===== src/rtl/pwm_duty_ctrl.sv =====
// Switch-driven 0..100 % duty register with clamped stepping, PWM generator and BCD display digits.
// Latency: switch edge to duty 3 clk, duty to BCD +1 clk, en to pwm_out 3 clk; no backpressure (free-running).
module pwm_duty_ctrl #(
  parameter int DUTY_DEFAULT = 50,
  parameter int DUTY_STEP    = 10,
  parameter int PRESCALE     = 1
) (
  input  logic       clk,
  input  logic       rst,
  input  logic       en,
  input  logic       inc,
  input  logic       dec,
  output logic [6:0] duty,
  output logic [3:0] bcd_hund,
  output logic [3:0] bcd_tens,
  output logic [3:0] bcd_ones,
  output logic       pwm_out
);

  localparam int              PW         = (PRESCALE > 1) ? $clog2(PRESCALE) : 1;
  localparam logic [PW-1:0]   PRESC_LAST = PW'(PRESCALE - 1);
  localparam logic [6:0]      DEF        = 7'(DUTY_DEFAULT);
  localparam logic [7:0]      STEP       = 8'(DUTY_STEP);
  localparam logic [3:0]      DEF_H      = 4'(DUTY_DEFAULT / 100);
  localparam logic [3:0]      DEF_T      = 4'((DUTY_DEFAULT % 100) / 10);
  localparam logic [3:0]      DEF_O      = 4'(DUTY_DEFAULT % 10);

  logic en_s1, en_s2;
  logic inc_s1, inc_s2, inc_prev;
  logic dec_s1, dec_s2, dec_prev;
  logic inc_evt, dec_evt;

  always_ff @(posedge clk) begin
    if (rst) begin
      en_s1    <= 1'b0;
      en_s2    <= 1'b0;
      inc_s1   <= 1'b0;
      inc_s2   <= 1'b0;
      inc_prev <= 1'b0;
      dec_s1   <= 1'b0;
      dec_s2   <= 1'b0;
      dec_prev <= 1'b0;
    end else begin
      en_s1    <= en;
      en_s2    <= en_s1;
      inc_s1   <= inc;
      inc_s2   <= inc_s1;
      inc_prev <= inc_s2;
      dec_s1   <= dec;
      dec_s2   <= dec_s1;
      dec_prev <= dec_s2;
    end
  end

  assign inc_evt = inc_s2 & ~inc_prev;
  assign dec_evt = dec_s2 & ~dec_prev;

  logic [7:0] duty_sum;
  logic [7:0] duty_diff;
  logic [6:0] duty_nxt;

  assign duty_sum  = {1'b0, duty} + STEP;
  assign duty_diff = {1'b0, duty} - STEP;

  // Edges seen while disabled are dropped: the prev flops still follow the switches.
  always_comb begin
    duty_nxt = duty;
    if (!en_s2) begin
      duty_nxt = DEF;
    end else if (inc_evt && !dec_evt) begin
      duty_nxt = (duty_sum > 8'd100) ? 7'd100 : duty_sum[6:0];
    end else if (dec_evt && !inc_evt) begin
      duty_nxt = ({1'b0, duty} < STEP) ? 7'd0 : duty_diff[6:0];
    end
  end

  always_ff @(posedge clk) begin
    if (rst) duty <= DEF;
    else     duty <= duty_nxt;
  end

  logic [PW-1:0] presc;
  logic [6:0]    phase;
  logic [6:0]    duty_act;
  logic          tick;
  logic          wrap;

  assign tick = (presc == PRESC_LAST);
  assign wrap = tick && (phase == 7'd99);

  // duty_act only moves at a period boundary or enable start, so pulses are never cut short.
  always_ff @(posedge clk) begin
    if (rst) begin
      presc    <= '0;
      phase    <= 7'd0;
      duty_act <= DEF;
      pwm_out  <= 1'b0;
    end else begin
      pwm_out <= en_s2 && (phase < duty_act);
      if (!en_s2) begin
        presc <= '0;
        phase <= 7'd0;
      end else if (tick) begin
        presc <= '0;
        phase <= wrap ? 7'd0 : phase + 7'd1;
      end else begin
        presc <= presc + PW'(1);
      end
      if ((en_s1 && !en_s2) || (en_s2 && wrap))
        duty_act <= duty;
    end
  end

  logic [6:0] rem;
  logic [6:0] tens10;
  logic [3:0] hund_c, tens_c, ones_c;

  always_comb begin
    hund_c = (duty >= 7'd100) ? 4'd1 : 4'd0;
    rem    = (duty >= 7'd100) ? duty - 7'd100 : duty;
    tens_c = 4'd0;
    tens10 = 7'd0;
    for (int t = 1; t <= 9; t++) begin
      if (rem >= 7'(10 * t)) begin
        tens_c = 4'(t);
        tens10 = 7'(10 * t);
      end
    end
    ones_c = 4'(rem - tens10);
  end

  always_ff @(posedge clk) begin
    if (rst) begin
      bcd_hund <= DEF_H;
      bcd_tens <= DEF_T;
      bcd_ones <= DEF_O;
    end else begin
      bcd_hund <= hund_c;
      bcd_tens <= tens_c;
      bcd_ones <= ones_c;
    end
  end

endmodule


===== config.mk =====
export PLATFORM = sky130hd
export DESIGN_NAME = pwm_duty_ctrl
export DESIGN_NICKNAME = d
export VERILOG_FILES = /design/src/rtl/pwm_duty_ctrl.sv
export SDC_FILE = /design/constraint.sdc
export NUM_CORES = 1
export LEC_CHECK = 0
export BUFFER_PORTS_ARGS = -buffer_cell sky130_fd_sc_hd__buf_2
export CORE_UTILIZATION = 40
export CTS_BUF_LIST = sky130_fd_sc_hd__clkbuf_2 sky130_fd_sc_hd__clkbuf_4 sky130_fd_sc_hd__clkbuf_8
export DETAILED_ROUTE_END_ITERATION = 12
export GPL_TIMING_DRIVEN = 0
export PLACE_DENSITY_LB_ADDON = 0.25
export SYNTH_ARGS = -nofsm -noshare
export SYNTH_HDL_FRONTEND = slang
export SYNTH_SLANG_ARGS = --single-unit

===== constraint.sdc =====
create_clock -name clk -period 6.03 [get_ports clk]
set_clock_uncertainty 0.1 [all_clocks]
set_input_delay 0.3015 -clock clk [delete_from_list [all_inputs] [get_ports clk]]
set_output_delay 0.3015 -clock clk [all_outputs]
set_load 0.005 [all_outputs]

# Yosys cells after proc, flatten, opt, wreduce, memory -nomap -nowiden
# Cells that the tools add are included.
[word_totals]
out_inout_bits = 20
ramBits = 0
mem_bits_ro = 0
latch_bits = 0
regBits = 43
inputBits = 5
mem_count = 0
[classes]
shift = 0
bitwise = 6
n_lt_le_gt_ge = 13
n_eq_ne = 1
n_div = 0
n_reduce_logical = 15
n_mux = 25
mul = 0
add_sub_neg = 6
[op_table]
columns = ["operator", "count"]
rows = [
  ["2-to-1 mux 4 bit", 17],
  ["2-to-1 mux 7 bit", 6],
  [">= comparator 7 bit, second input constant", 4],
  [">= comparator 7 x 6 -> 1 bit, second input constant", 3],
  [">= comparator 7 x 5 -> 1 bit, second input constant", 2],
  ["adder 7 x 4 -> 8 bit, second input constant", 1],
  ["> comparator 8 x 7 -> 1 bit, second input constant", 1],
  ["adder 7 x 1 -> 7 bit, second input constant", 1],
  ["== test 7 bit, second input constant", 1],
  [">= comparator 7 x 4 -> 1 bit, second input constant", 1],
  ["less-than comparator 7 x 4 -> 1 bit, second input constant", 1],
  ["less-than comparator 7 bit", 1],
  ["subtractor 7 x 4 -> 7 bit, second input constant", 1],
  ["subtractor 7 bit, second input constant", 1],
  ["logical AND 1 bit", 6],
  ["OR reduction 3 bit", 2],
  ["inverter 1 bit", 4],
  ["OR reduction 2 bit", 2],
  ["subtractor 4 bit", 1],
  ["zero test 1 bit", 3],
  ["bitwise AND 1 bit", 2],
  ["2-to-1 mux 1 bit", 2],
  ["nonzero test 2 bit", 1],
  ["adder 1 bit, second input constant", 1],
  ["logical OR 1 bit", 1],
]

# Depth between registers and ports, before layout
[logic_depth]
word_depth = 13
mapped_depth = 14
ltp_nobuf = 12

# Least setup slack after synthesis
# No wires, ideal clock.
[synth_path]
path_kind = "reg2reg"
from = "reg duty[2]"
to = "reg bcd_ones[3]"
setup_time_ns = 0.121
required_ns = 5.809
stages_incl_launch_ff = 14
path_slack_ns = 2.637
synth_period_minus_slack_ns = 3.393
arrival_ns = 3.172
path_cell_list = "dfxtp_1 -> buf_2 -> inv_2 -> ha_1 -> and3_1 -> a311oi_4 -> or4_1 -> o311ai_1 -> o22a_1 -> ha_1 -> fa_1 -> xnor2_1 -> and2_0 -> mux2_4"
[synth_between]
elab_chain_len = 13
word_cells_on_any_way = 22
cone_classes = "add/sub (2); order compare (10); mux (10)"
[synth_lines]
columns = ["element", "line_no", "rtl"]
rows = [
  ["from (decl)", "13", "output logic [6:0] duty,"],
  ["from (signal assigned)", "79", "else duty <= duty_nxt;"],
  ["subtractor 7 bit or >= comparator 7 bit (tied branches)", "120", "rem = (duty >= 7'd100) ? duty - 7'd100 : duty;"],
  ["2-to-1 mux 7 bit (*)", "120", ""],
  [">= comparator 7 x 4 -> 1 bit", "124", "if (rem >= 7'(10 * t)) begin"],
  ["2-to-1 mux 4 bit (9 in series)", "124", ""],
  ["subtractor 4 bit (*)", "129", "ones_c = 4'(rem - tens10);"],
  ["to (signal assigned)", "140", "bcd_ones <= ones_c;"],
  ["to (decl)", "16", "output logic [3:0] bcd_ones,"],
]
# Every way passes the cells marked *; elsewhere a longest branch is shown, timed or not.
# A chain may end at the register's enable or synchronous reset.

# Final worst setup path
# Same ends and word-level chain as after synthesis.

==> results.md <==
* Routed wl met2 at 2.48 mm
* Number of global-route vias before repair at 1,825
* I/O pin count at 25
* Unrepaired setup endpoints after global routing: no
* Sequential fraction of the synthesis area at 30.7%
* Switching Share at 24.2%
* Clock tree sinks at 37
* Routed wl met3 at between 200 and 250 µm
* Setup crit end kind: flip-flop
* Yosys warns at 0
* Clk pwr share at 42.8%
* Antenna violations before repair at 0
* Layout cells sized above 1 at 17.0%
* Largest cells by area after synthesis: dfxtp_1 31%, ha_1 7.8%, nor2_1 4.5%
* Setup Viol. Count Final at 0
* Reg2reg setup slack at 2.27 ns
* Setup TNS at 0 ns
* Gp weighted congestion at 0.843
* Gr usage total at 18.3%
* Flop pwr share at just under 50%
* Post-detailed-route wirelength per cell at 14.2 µm
* Final number of hold-violating endpoints at 0
* Fillers at roughly 550
* Post-CTS sizing at 0
* Design Power at 517 µW
* Hold bufs inserted after CTS at 0
* Total core area at 5640 µm²
* Crit path launch: duty[2]$_SDFFE_PP0P_
* Register Area at 741 µm²
* Synth Flop Type: dfxtp_1
* Multi-input logic area at about 1500 µm²
* Max Root-Sink Buffers at 2
* Htree depth at 2
* Drc violations at 0
* Static Leakage at 0.00118 µW
* Max-Cap Viols at 0
* Fmax at 266 MHz
* Mapped Cells at 286
* Max Slew Vio Count at 0
* Required @ worst endpoint at 6.12 ns
* Placement row count at 27
* Met1 WL at 2.76 mm
* Final wirelength at ~5.5 mm
* Gr ovfl total at 0
* Distinct cells, synth at 67
* Routed vias at 2,126
* Final nets at roughly 340
* Non-filler cells, final at 389
* Avg Cell Area, Syn at 8.43 µm²
* Post-CTS setup buffers at 0
* Ys async rst share at 0%
* Final period utilization at between 60% and 70%
* Area Overhead vs Synth at 13.0%
* #FFs+latches synth at 37
* Setup crit start kind: flip-flop
* Slew HR at between 40% and 50%
* Largest net degree at the start of global routing at 14
* HP Start: en
* Post-synth design cell area at 2410 µm²
* Kind of critical path: reg2reg
* CP Data Arrival Time at 3.84 ns
* Cell internal pwr at 392 µW
* Die Ht at 79.6 µm
* Placed cells at ~380
* Die W at 79.6 µm
* Power Density at 190 nW/µm²
* TritonCTS clock tree: done
* Post-DP HPWL at 4.12 mm
* Crit Path Max Fanout at 11
* Min-Delay Path Class: in2reg
* DRT iter0 DRCs at ~120
* First-pass GRT wire length at 9.03 mm
* Worst Tran Pin Value at 0.803 ns
* Combinational power share at 8.4%
* Post-synth top area share at 30.7%
* Number of synthesized flops with an enable pin at 0
* Root Buffer: clkbuf_8
* Antenna-violating nets left at 0
* CTS clock-pin slew for the worst setup and hold paths at 0.08 ns
* Top Layer Used: met4
* Worst r2r path cells at 13
* DR vias/cell at 5.47
* Fin crit period at 3.76 ns
* Number of port buffers at 18
* P_sw at approximately 120 µW
* Crit Reg-Reg Startpoint: duty[2]$_SDFFE_PP0P_
* # diodes at 0
* Num CTS Buffers at 5
* Synth area leader: dfxtp_1
* Clock latency on the worst-skew pair at just under 0.3 ns
* Starting Density at between 40% and 50%
* TritonRoute pass-1 iters at 4
* DIE AREA at 6340 µm²
* R2r endpoint: bcd_ones[3]$_SDFF_PP0_
* Outcome: complete, no violations
* Peak supply drop at 0.136 mV
* End of the critical path: bcd_ones[3]$_SDFF_PP0_
-- logic make-up (layout without fill, tap and decap cells) --
| logic type | after synthesis | after routing | share of synthesized area (%) |
|---|---|---|---|
| simple gates | 103 | 103 | 22.4 |
| flops | 37 | 37 | 30.7 |
| compound gates | 76 | 76 | 23.7 |
| buf+inv | 34 | 60 | 6.80 |
| xor+xnor | 11 | 11 | 4.00 |
| other cells | 1 | 6 | 0.156 |
| mux | 8 | 8 | 3.58 |
| fa+ha+maj | 16 | 16 | 8.62 |
-- flip-flops by register name, indices dropped and copies added (netlist names), 3 cells and up --
name	count
bcd_ones	3
bcd_tens	4
duty	6
duty_act	6
phase	7
-- placed cells by master, fill, tap and decap left out, types with 5 or more instances in the layout --
master / n
a21oi_1: 14
buf_2: 23
buf_4: 6
clkbuf_1: 6
clkbuf_8: 5
conb_1: 6
dfxtp_1: 37
ha_1: 15
inv_1: 13
mux2i_1: 6
nand2_1: 17
nand2b_1: 5
nand3_1: 6
nor2_1: 29
nor2b_1: 11
nor3_1: 8
o21ai_0: 8
o31ai_1: 6
xnor2_1: 8
-- cells in the mapped netlist (4+ instances only) --
cell       n
o31ai_1    6
nand2_1   17
nand3_1    6
nor3_1     8
o21a_1     4
ha_1      15
mux2i_1    6
nor2b_1   11
buf_4      6
xnor2_1    8
nor2_1    29
clkbuf_1   6
a21oi_1   14
o21ai_1    4
or2_1      4
and3_1     4
nand2b_1   5
dfxtp_1   37
o21ai_0    8
inv_1     13
buf_2      5
-- worst min-delay path by stage --
stage | end | depth (start not counted) | slack [ns]
6_report | en_s1$_SDFF_PP0_ | 2 | 0.12
5_1_grt | en_s1$_SDFF_PP0_ | 2 | 0.12
4_1_cts | en_s1$_SDFF_PP0_ | 2 | 0.11
3_5_place_dp | dec_s2$_SDFF_PP0_ | 1 | 0.33
3_3_place_gp | inc_s2$_SDFF_PP0_ | 1 | 0.32
2_1_floorplan | dec_s2$_SDFF_PP0_ | 1 | 0.31
-- critical path, cell delays in order (launching register included) --
cell and delay (ns):
dfxtp_1 0.40, buf_2 0.26, inv_2 0.17, ha_1 0.37, and3_1 0.25, a311oi_4 0.41, or4_1 0.19, o311ai_1 0.10
o22a_1 0.23, ha_1 0.20, fa_1 0.38, xnor2_1 0.16, and2_0 0.17, mux2_4 0.25
-- final cells by class --
class | instances | share of cell area (%)
inverter | 16 | 2.20
sequential | 37 | 27.2
buffer | 18 | 3.81
clock buffer | 5 | 2.53
multi-input combinational | 220 | 55.9
clock inverter | 3 | 1.70
timing repair buffer | 18 | 3.31
tap | 72 | 3.31
-- power groups by stage --
stage	clock network, µW	logic [µW]	registers, µW
after global routing	236	48.8	253
final	221	43.2	252
after floorplan	0	32.9	258
after detailed placement	0	42.8	258
after CTS	227	43.0	252
after global placement	0	42.2	258
-- per-layer routing --
layer / vias to the layer above / GRT usage [%]
li1: 1080 / -
met1: 990 / 26.2
met4: 0 / 6.00
met2: 50 / 27.7
met5: - / 0
met3: 6 / 2.74
-- stage by stage --
step                util [%]  worst slack, ns  cell area, µm²  hold WS [ns]
finish                  48.3             2.27            2720         0.117
global route            48.3             2.08            2720         0.122
CTS                     48.3             2.28            2720         0.110
detailed placement      46.2             2.31            2610         0.329
global placement        46.2             2.34            2610         0.316
floorplan                  -             2.64            2430         0.314
(Power assumes the default switching activity.)
